<file path="src/rtl/alu_share_ctrl.sv">
// Two-requester arbiter/sequencer around a shared combinational ALU.
// Define ALU_SHARE_RR_EN for round-robin tie-breaking; default is fixed priority.
module alu_share_ctrl #(
    parameter int WIDTH = 64
) (
    input  logic             clk,
    input  logic             reset,
    input  logic [1:0]       req_valid,
    output logic [1:0]       req_ready,
    input  logic [2:0]       req_op0,
    input  logic [2:0]       req_op1,
    input  logic [WIDTH-1:0] req_a0,
    input  logic [WIDTH-1:0] req_a1,
    input  logic [WIDTH-1:0] req_b0,
    input  logic [WIDTH-1:0] req_b1,
    output logic [WIDTH-1:0] alu_a,
    output logic [WIDTH-1:0] alu_b,
    output logic [2:0]       alu_cntrl,
    input  logic [WIDTH-1:0] alu_result,
    input  logic             alu_negative,
    input  logic             alu_zero,
    input  logic             alu_overflow,
    input  logic             alu_carry_out,
    output logic             resp_valid,
    input  logic             resp_ready,
    output logic             resp_id,
    output logic [WIDTH-1:0] resp_result,
    output logic [3:0]       resp_flags
);

    typedef enum logic [1:0] {
        IDLE = 2'd0,
        EXEC = 2'd1,
        RESP = 2'd2
    } state_t;

    state_t           r_state;
    state_t           w_next;
    logic             r_last;
    logic             r_id;
    logic [2:0]       r_op;
    logic [WIDTH-1:0] r_a;
    logic [WIDTH-1:0] r_b;
    logic [WIDTH-1:0] r_result;
    logic [3:0]       r_flags;
    logic             w_win;
    logic             w_accept;

    always_comb begin
        w_win = ~req_valid[0];
`ifdef ALU_SHARE_RR_EN
        if (&req_valid) w_win = ~r_last;
`else
        // last grant is tracked but a tie always goes to requester 0
        if (&req_valid) w_win = 1'b0 & r_last;
`endif
    end

    assign w_accept  = reset && (r_state == IDLE) && (|req_valid);
    assign req_ready = w_accept ? {w_win, ~w_win} : 2'b00;

    always_ff @(posedge clk or negedge reset) begin
        if (!reset) r_state <= IDLE;
        else        r_state <= w_next;
    end

    always_comb begin
        w_next = r_state;
        unique case (r_state)
            IDLE:    if (w_accept) w_next = EXEC;
            EXEC:    w_next = RESP;
            RESP:    if (resp_ready) w_next = IDLE;
            default: w_next = IDLE;
        endcase
    end

    always_ff @(posedge clk or negedge reset) begin
        if (!reset) begin
            r_last   <= 1'b1;
            r_id     <= 1'b0;
            r_op     <= '0;
            r_a      <= '0;
            r_b      <= '0;
            r_result <= '0;
            r_flags  <= '0;
        end else begin
            if (w_accept) begin
                r_op   <= w_win ? req_op1 : req_op0;
                r_a    <= w_win ? req_a1 : req_a0;
                r_b    <= w_win ? req_b1 : req_b0;
                r_id   <= w_win;
                r_last <= w_win;
            end
            if (r_state == EXEC) begin
                r_result <= alu_result;
                r_flags  <= {alu_negative, alu_zero,
                             alu_overflow, alu_carry_out};
            end
        end
    end

    assign alu_a       = r_a;
    assign alu_b       = r_b;
    assign alu_cntrl   = r_op;
    assign resp_valid  = (r_state == RESP);
    assign resp_id     = r_id;
    assign resp_result = r_result;
    assign resp_flags  = r_flags;

endmodule

</file>
<file path="config.mk">
export PLATFORM = sky130hd
export DESIGN_NAME = alu_share_ctrl
export DESIGN_NICKNAME = d
export VERILOG_FILES = /design/src/rtl/alu_share_ctrl.sv
export SDC_FILE = /design/constraint.sdc
export NUM_CORES = 1
export LEC_CHECK = 0
export CAP_MARGIN = 20
export CORE_AREA = 2 2 212 214
export DETAILED_ROUTE_END_ITERATION = 7
export DIE_AREA = 0 0 214 216
export PLACE_DENSITY = 0.49
export SYNTH_ARGS = -nofsm -noshare
export SYNTH_HDL_FRONTEND = slang
export SYNTH_SLANG_ARGS = --single-unit
</file>
<file path="constraint.sdc">
create_clock -name clk -period 2.08 [get_ports clk]
set_input_delay 0.416 -clock clk [delete_from_list [all_inputs] [get_ports clk]]
set_output_delay 0.416 -clock clk [all_outputs]
set_load 0.05 [all_outputs]
</file>
==> key figures, run 1 <==
Global routing
  – Initial antenna violation count: 2
  – M3 GR Usage: 6.44%
  – First-pass GRT wire length: 59.8 mm
  – GRT met2 Usage: 27.7%
  – Largest net degree at the start of global routing: 148
  – Layer with the highest usage: met2
  – GRT Overall Usage: 16.5%
  – GRT overflow: 0
  – Vias in the first global route: 9334
  – Met1 usage: 19.8%

Synthesis
  – Cell area after synthesis: 9150 µm²
  – Post-synthesis cell type count: 21
  – Post-synth top cells: dfrtp_1 (202), a32oi_1 (131), nand2_1 (131)
  – Yosys warning count: 0
  – Ys flop type: dfrtp_1
  – Area leader, netlist: dfrtp_1
  – Ys async rst share: 100%
  – Synthesized netlist net count: 1093
  – Syn Area/Cell: 12.1 µm²
  – Largest cells by area after synthesis: dfrtp_1 (55%), a32oi_1 (13%), mux2_2 (8.4%), a22oi_1 (7.5%), a22oi_2 (5.5%)
  – Fraction of the yosys area taken by sequential cells: 55.3%
  – Post-synth EDFFs: 0
  – Synth Instances: 758
  – Yosys reg bits: 202
  – Yosys top cell area share: 55.3%
  – Most common cell in the netlist: dfrtp_1

Routing
  – DR iter-0 viols: 544
  – Vias/cell: 4.67
  – Via count: 8852
  – Detailed Routing Iterations Pass 1: 5
  – DRT antenna net count: 0
  – Routed WL per cell: 20.9 µm
  – DRC viols: 0
  – Final WL: 39.6 mm

Setup path
  – CP peak stage delay: 0.44 ns
  – Critical path peak fanout: 4
  – CP required: 1.66 ns
  – CP Capture Type: output port
  – Most common cell on crit path: buf_12
  – Slowest CP cell: dfrtp_2
  – CP Class: reg -> out
  – CP startpoint kind: register
  – Arrival @ worst endpoint: 1.67 ns
  – Critical path, cell by cell: nor4bb_4 > buf_12 > buf_12
  – Worst R2R Setup Slack: 0.11 ns

Die
  – Initial core utilization: 20.9%
  – Placeable Area: 43800 µm²
  – Io pins: 538
  – DIE AREA: 46200 µm²
  – Die Y: 216 µm
  – Die X: 214 µm
  – Floorplan row count: 77

Cells and area
  – Multi-input combinational cell area: 3710 µm²
  – P&R area growth vs syn: 75.4%
  – Number of non-filler instances in the completed layout: 1896
  – Fill cells: 4418
  – Nets@finish: 1618
  – Final instance area: 16000 µm²
  – Layout cell share with drive strength beyond 1: 17.7%
  – Reg area: 5060 µm²

Flow run
  – MaxCap Viol Count: 0

Place
  – HPWL Detailed: 27.5 mm
  – Place WS: 0.0570 ns
  – Dpl cell area: 15300 µm²
  – Placed cell count: 1840
  – Final GP Congestion: 0.808
  – I/O Buffers: 537

Power
  – Peak VDD IR: 0.994 mV
  – Leakage: 6.73 nW
  – Power per cell area: 1610 nW/µm²

Clock network
  – Root buffer cell: clkbuf_16
  – Max Root-Sink Buffers: 3
  – CTS tree: built
  – Clock sink count: 202
  – Num CTS Buffers: 26
  – Reg clk slew, reported paths: 0.06 ns
  – Clk Latency, worst-skew pair: 0.56 ns
  – CTS H-tree lvls: 1

Outcome
  – Status: finished, violations left
  – Failing checks: setup timing

Timing
  – Final Max Tran Viols: 0
  – Clock Skew: 0.0335 ns
  – Setup TNS: -0.00610 ns
  – Hold Vio Cnt, Final: 0
  – Period utilization: 100%
  – Final WS setup: -0.00610 ns
  – Fmax: 479 MHz
  – Hold slack final: 0.00396 ns
  – Setup violators final: 1
  – Slew HR: 37.1%
  – Tmin final: 2.09 ns
  – Worst-margin pin slew: 0.943 ns
  – Unrepaired setup endpoints after global routing: true

Min path
  – Hold Crit Class: in -> async
## layout make-up
class / instances / area share [%]
multi-input cells: 474 / 23.1
diodes: 2 / 0.0312
flip-flops and latches: 202 / 31.5
inverters: 2 / 0.0624
clock inverters: 7 / 0.709
clock buffers: 40 / 4.69
well taps: 592 / 4.62
repair buffers: 577 / 35.3
## cell families (layout without fill, tap and decap cells)
kind of cell           after synthesis  after routing  synth area share [%]
other                                0              2                     0
AND/OR/NAND/NOR                    143            143                  6.24
buffers and inverters               82            626                  4.60
flip-flops                         202            202                  55.3
multiplexers                        68             68                  8.37
AO/OA/AOI/OAI                      263            263                  25.5
## metrics by stage
stage               util [%]  total power, mW
floorplan                  -             16.8
finish                  36.6             25.9
detailed placement      35.0             22.6
global placement        35.0             22.5
global route            36.6             27.2
CTS                     36.6             26.2
## what timing repair did
item / in CTS / in global routing
gates resized for setup: 170 / 0
buffers inserted: 4 / 2
pin swaps: 3 / 2
hold buffers: 1 / 0
endpoints found under the hold margin: 3 / 0
setup endpoints to repair: 169 / 2
## layer usage
layer	vias up	wire length [µm]
li1	4015	-
met1	4383	15700
met2	409	19100
met3	45	3810
met4	0	962
met5	-	0
## registers in the layout, indices dropped and copies added (netlist names)
register and flops:
r_state 2, resp_flags 4, resp_result 64, resp_id 1, alu_cntrl 3, alu_b 64, alu_a 64
## worst max-delay path, delay by kind of cell, from the launching register on
family                 cells  cell delay, ns
buffers and inverters      2            0.29
flip-flops                 1            0.44
AND/OR/NAND/NOR            1            0.38
## final timing paths
check                                 from         endpoint  cells past startpoint
max                             r_state[0]     req_ready[0]                      3
min                                  reset        alu_a[61]                      2
max reg2reg                     r_state[1]        alu_b[60]                      6
min reg2reg                resp_result[51]  resp_result[51]                      1
max in group asynchronous            reset        alu_b[58]                      2
min in group clk                     reset       r_state[0]                      3
## placed cells by master (no fill, tap or decap), drive strengths merged, types with 2 or more instances in the layout
cell	count
nand2b	2
clkinv	5
bufinv	2
diode	2
clkbuf	41
mux2	68
nand2	131
nor2	4
dlygate4sd2	167
a22oi	131
dfrtp	202
a32oi	131
inv	2
clkdlybuf4s50	333
buf	75
## power by group
part | total (mW) | internal, mW | leakage [nW] | switching [mW]
combinational | 14.1 | 4.34 | 3.94 | 9.78
clock | 4.59 | 2.75 | 0.423 | 1.84
sequential | 7.18 | 5.85 | 2.37 | 1.33
total | 25.9 | 12.9 | 6.73 | 13.0
(Power assumes the default switching activity.)
==> run 2, diff against run 1 <==
--- a/config.mk
+++ b/config.mk
@@ -7,6 +7,7 @@
 export LEC_CHECK = 0
 export CAP_MARGIN = 20
 export CORE_AREA = 2 2 212 214
+export CTS_CLUSTER_SIZE = 24
 export DETAILED_ROUTE_END_ITERATION = 7
 export DIE_AREA = 0 0 214 216
 export PLACE_DENSITY = 0.49
==> key figures, run 2 (synthesis results as in run 1) <==
Routing
  – Final WL: 39.5 mm
  – Via count: 8832
  – Detailed Routing Iterations Pass 1: 5
  – Vias/cell: 4.66
  – DRT antenna net count: 0
  – DR iter-0 viols: 530
  – DRC viols: 0
  – Routed WL per cell: 20.8 µm

Setup path
  – CP peak stage delay: 0.44 ns
  – Largest delay contributor family on the critical path: flip-flops
  – CP Capture Type: output port
  – CP startpoint kind: register
  – Critical path peak fanout: 4
  – Worst R2R Setup Slack: 0.14 ns
  – CP required: 1.66 ns
  – Slowest CP cell: dfrtp_2
  – CP Class: reg -> out
  – Buf/Inv on CP: 2
  – Critical path, cell by cell: nor4bb_4 > buf_12 > buf_12
  – Most common cell on crit path: buf_12
  – Arrival @ worst endpoint: 1.67 ns

Place
  – Placed cell count: 1840
  – I/O Buffers: 537
  – HPWL Detailed: 27.5 mm
  – Final GP Congestion: 0.808
  – Dpl cell area: 15300 µm²

Die
  – Initial core utilization: 20.9%
  – Floorplan row count: 77
  – Io pins: 538
  – DIE AREA: 46200 µm²
  – Die Y: 216 µm
  – Die X: 214 µm
  – Placeable Area: 43800 µm²

Power
  – Peak VDD IR: 0.933 mV
  – Power per cell area: 1610 nW/µm²
  – Leakage: 6.72 nW

Clock network
  – Max Root-Sink Buffers: 3
  – Clk Latency, worst-skew pair: 0.56 ns
  – CTS H-tree lvls: 1
  – Reg clk slew, reported paths: 0.06 ns
  – Root buffer cell: clkbuf_16
  – Clock sink count: 202
  – Num CTS Buffers: 26
  – CTS tree: built

Outcome
  – Failing checks: setup timing
  – Status: finished, violations left

Timing
  – Slew HR: 37.4%
  – Final WS setup: -0.00517 ns
  – Setup violators final: 1
  – Hold slack final: 0.00224 ns
  – Hold Vio Cnt, Final: 0
  – Period utilization: 100%
  – Final Max Tran Viols: 0
  – Clock Skew: 0.0316 ns
  – Fmax: 480 MHz
  – Tmin final: 2.09 ns
  – Unrepaired setup endpoints after global routing: true
  – Worst-margin pin slew: 0.939 ns

Global routing
  – GRT overflow: 0
  – Initial antenna violation count: 2
  – M3 GR Usage: 6.34%
  – Largest net degree at the start of global routing: 148
  – Met1 usage: 19.8%
  – GRT met2 Usage: 27.6%
  – Layer with the highest usage: met2
  – GRT Overall Usage: 16.5%
  – First-pass GRT wire length: 59.7 mm
  – Vias in the first global route: 9311

Cells and area
  – Final instance area: 16000 µm²
  – Multi-input combinational cell area: 3710 µm²
  – Most frequent cells in the layout: clkdlybuf4s50_1 (333), dfrtp_1 (200), dlygate4sd2_1 (167), a32oi_1 (131), nand2_1 (131)
  – P&R area growth vs syn: 75.4%
  – Fill cells: 4423
  – Number of non-filler instances in the completed layout: 1896
  – Reg area: 5060 µm²
  – Nets@finish: 1618
  – Layout cell share with drive strength beyond 1: 17.8%
  – Most common cell after layout, fill and taps aside: clkdlybuf4s50_1

Min path
  – Hold Crit Class: in -> async

Flow run
  – MaxCap Viol Count: 0
run 2: cell count changes in the layout (fill, tap and decap cells not counted):
cell,before,now
bufinv_16,2,1
clkinv_2,3,2
clkinv_4,1,0
clkinvlp_4,0,2
clkbuf_1,9,8
clkbuf_8,6,8
run 2: report_power, final:
part	total [mW]	internal (mW)	switching, mW
sequential	7.18	5.85	1.33
clock	4.52	2.69	1.83
combinational	14.1	4.34	9.78
run 2: stage by stage:
| step | TNS (ns) | setup slack [ns] | util (%) | power [mW] |
|---|---|---|---|---|
| after floorplan | 0 | 0.166 | - | 16.8 |
| after global placement | 0 | 0.0708 | 35.0 | 22.5 |
| after detailed placement | 0 | 0.0570 | 35.0 | 22.6 |
| after CTS | -0.159 | -0.100 | 36.6 | 26.2 |
| after global routing | -0.158 | -0.0867 | 36.6 | 27.1 |
| final | -0.00517 | -0.00517 | 36.6 | 25.8 |
run 2: layer usage:
layer,wire length (µm),up-vias
li1,-,4016
met1,15600,4361
met2,19000,406
met3,3870,49
met4,1060,0
met5,0,-
run 2: worst paths after layout:
check,startpoint,end,cells after the start
min reg2reg,resp_result[34],resp_result[34],1
max in group asynchronous,reset,alu_b[58],2
max reg2reg,r_state[1],alu_b[60],6
max,r_state[0],req_ready[0],3
min,reset,alu_a[61],2
min in group clk,reset,r_state[0],3
run 2: final cells by class:
type / count / share of cell area [%]
Multi-Input combinational cell: 474 / 23.1
Clock inverter: 6 / 0.530
Tap cell: 592 / 4.62
Sequential cell: 202 / 31.5
Timing Repair Buffer: 577 / 35.3
Inverter: 2 / 0.0624
Clock buffer: 41 / 4.84
Antenna cell: 2 / 0.0312
run 2: worst reg2reg max path: stages (launching register included):
cell and delay, ns:
dfrtp_2 0.44, buf_4 0.15, buf_4 0.13, or3b_4 0.41
buf_12 0.24, a22oi_1 0.35, nand2_1 0.08
run 2: what timing repair did:
action,4_1_cts,5_1_grt
setup endpoints to repair,169,2
gates resized for setup,170,0
hold buffers,1,0
endpoints found under the hold margin,3,0
setup buffers,4,2
pin swaps,3,2
==> run 3, diff against run 2 <==
--- a/config.mk
+++ b/config.mk
@@ -10,7 +10,9 @@
 export CTS_CLUSTER_SIZE = 24
 export DETAILED_ROUTE_END_ITERATION = 7
 export DIE_AREA = 0 0 214 216
+export GPL_TIMING_DRIVEN = 0
 export PLACE_DENSITY = 0.49
+export SLEW_MARGIN = 0
 export SYNTH_ARGS = -nofsm -noshare
 export SYNTH_HDL_FRONTEND = slang
 export SYNTH_SLANG_ARGS = --single-unit
==> key figures, run 3 (synthesis results as in run 1) <==
Outcome
  – Status: finished, violations left
  – Failing checks: hold timing, setup timing

Clock network
  – Root buffer cell: clkbuf_16
  – Max Root-Sink Buffers: 3
  – Clock sink count: 202
  – CTS tree: built
  – Clk Latency, worst-skew pair: 0.56 ns
  – Num CTS Buffers: 26
  – CTS H-tree lvls: 1
  – Reg clk slew, reported paths: 0.06 ns

Setup path
  – CP startpoint kind: input pin
  – CP required: 1.66 ns
  – Critical path peak fanout: 4
  – CP Class: in -> out
  – Arrival @ worst endpoint: 1.68 ns
  – CP Capture Type: output port

Die
  – Die Y: 216 µm
  – Floorplan row count: 77
  – Die X: 214 µm
  – Placeable Area: 43800 µm²
  – Io pins: 538
  – Initial core utilization: 20.9%
  – DIE AREA: 46200 µm²

Min path
  – Hold Crit Class: in -> async

Timing
  – Final Max Tran Viols: 0
  – Fmax: 478 MHz
  – Slew HR: 43.6%
  – Setup violators final: 2
  – Unrepaired setup endpoints after global routing: true
  – Worst-margin pin slew: 0.845 ns
  – Setup TNS: -0.0213 ns
  – Tmin final: 2.09 ns
  – Clock Skew: 0.0316 ns
  – Final WS setup: -0.0133 ns
  – Hold slack final: -0.214 ns
  – Hold Vio Cnt, Final: 99
  – Period utilization: 101%

Global routing
  – GRT overflow: 0
  – Vias in the first global route: 9708
  – Initial antenna violation count: 1
  – Largest net degree at the start of global routing: 105
  – GRT Overall Usage: 18.0%
  – First-pass GRT wire length: 63.7 mm

Cells and area
  – Most common cell after layout, fill and taps aside: clkdlybuf4s50_1
  – Most frequent cells in the layout: clkdlybuf4s50_1 (333), dfrtp_1 (201), dlygate4sd2_1 (200), a32oi_1 (131), nand2_1 (131)
  – Util after Layout: 36.7%
  – Layout cell share with drive strength beyond 1: 15.5%
  – Final instance area: 16100 µm²
  – P&R area growth vs syn: 75.8%
  – Nets@finish: 1663
  – Number of non-filler instances in the completed layout: 1939

Routing
  – Final WL: 43.1 mm
  – Vias/cell: 4.68
  – DRT antenna net count: 0
  – DR iter-0 viols: 518
  – DRC viols: 0
  – Routed WL per cell: 22.2 µm
  – Detailed Routing Iterations Pass 1: 5
  – Via count: 9082

Power
  – Part of the power in registers: 27.6%
  – Sw frac: 50.1%
  – Peak VDD IR: 0.951 mV
  – Combinational share of power: 53.9%
  – Leakage: 6.79 nW
  – Internal power: 13.0 mW
  – Switching Power: 13.1 mW
  – Clock share of power: 18.5%
  – Power per cell area: 1620 nW/µm²

Place
  – Final GP Congestion: 0.811
  – HPWL Detailed: 31.6 mm
  – I/O Buffers: 537
  – Placed cell count: 1888
  – Dpl cell area: 15300 µm²

Flow run
  – MaxCap Viol Count: 0
[run 3: repair_timing]
item | CTS | global route
pin swaps | 1 | 2
setup buffers | 5 | 2
endpoints found under the setup margin | 274 | 78
endpoints found under the hold margin | 99 | 99
gates resized for setup | 237 | 21
[run 3: path summary, 6_finish.rpt]
path | start | to | slack [ns] | cells after the start
max | req_valid[0] | req_ready[0] | -0.01 | 5
min | reset | resp_flags[2] | -0.21 | 1
max reg2reg | r_state[0] | alu_a[21] | 0.10 | 8
min reg2reg | resp_id | resp_id | 0.49 | 2
max in group asynchronous | reset | alu_b[55] | 1.27 | 2
min in group clk | resp_ready | r_state[1] | 0.43 | 2
[run 3: final cells by class]
class / instances / area (µm²)
Multi-Input combinational cell: 474 / 3690
Sequential cell: 202 / 5060
Timing Repair Buffer: 545 / 5230
Clock inverter: 6 / 116
Inverter: 2 / 7.51
Clock buffer: 40 / 793
Antenna cell: 1 / 2.50
Fill cell: 4497 / 27800
Tap cell: 592 / 741
Buffer: 77 / 447
[run 3: metrics by stage]
stage / power [mW] / setup WS [ns]
floorplan: 16.8 / 0.166
detailed placement: 22.8 / -1.66
global route: 27.4 / -0.102
finish: 26.1 / -0.0133
global placement: 22.7 / -9.79
CTS: 26.4 / -0.159
[run 3: power by group through the flow]
| stage | logic [mW] | registers [mW] | clock network [mW] |
|---|---|---|---|
| 2_1_floorplan | 2.89 | 13.9 | 0 |
| 3_3_place_gp | 15.5 | 7.23 | 0 |
| 6_report | 14.1 | 7.21 | 4.82 |
| 4_1_cts | 14.2 | 7.20 | 4.98 |
| 3_5_place_dp | 15.5 | 7.30 | 0 |
| 5_1_grt | 14.7 | 7.49 | 5.13 |
[run 3: per-layer routing]
metal | track usage, % | vias up | share of wire, %
li1 | - | 4114 | -
met1 | 20.7 | 4549 | 39
met2 | 31.4 | 374 | 49
met3 | 7.09 | 45 | 9.3
met4 | 3.66 | 0 | 1.9
met5 | 0 | - | 0
[run 3: critical path, stage by stage]
cell	delay, ns
clkdlybuf4s50_1	0.53
nor4bb_1	0.28
buf_4	0.17
clkbuf_16	0.14
buf_12	0.13
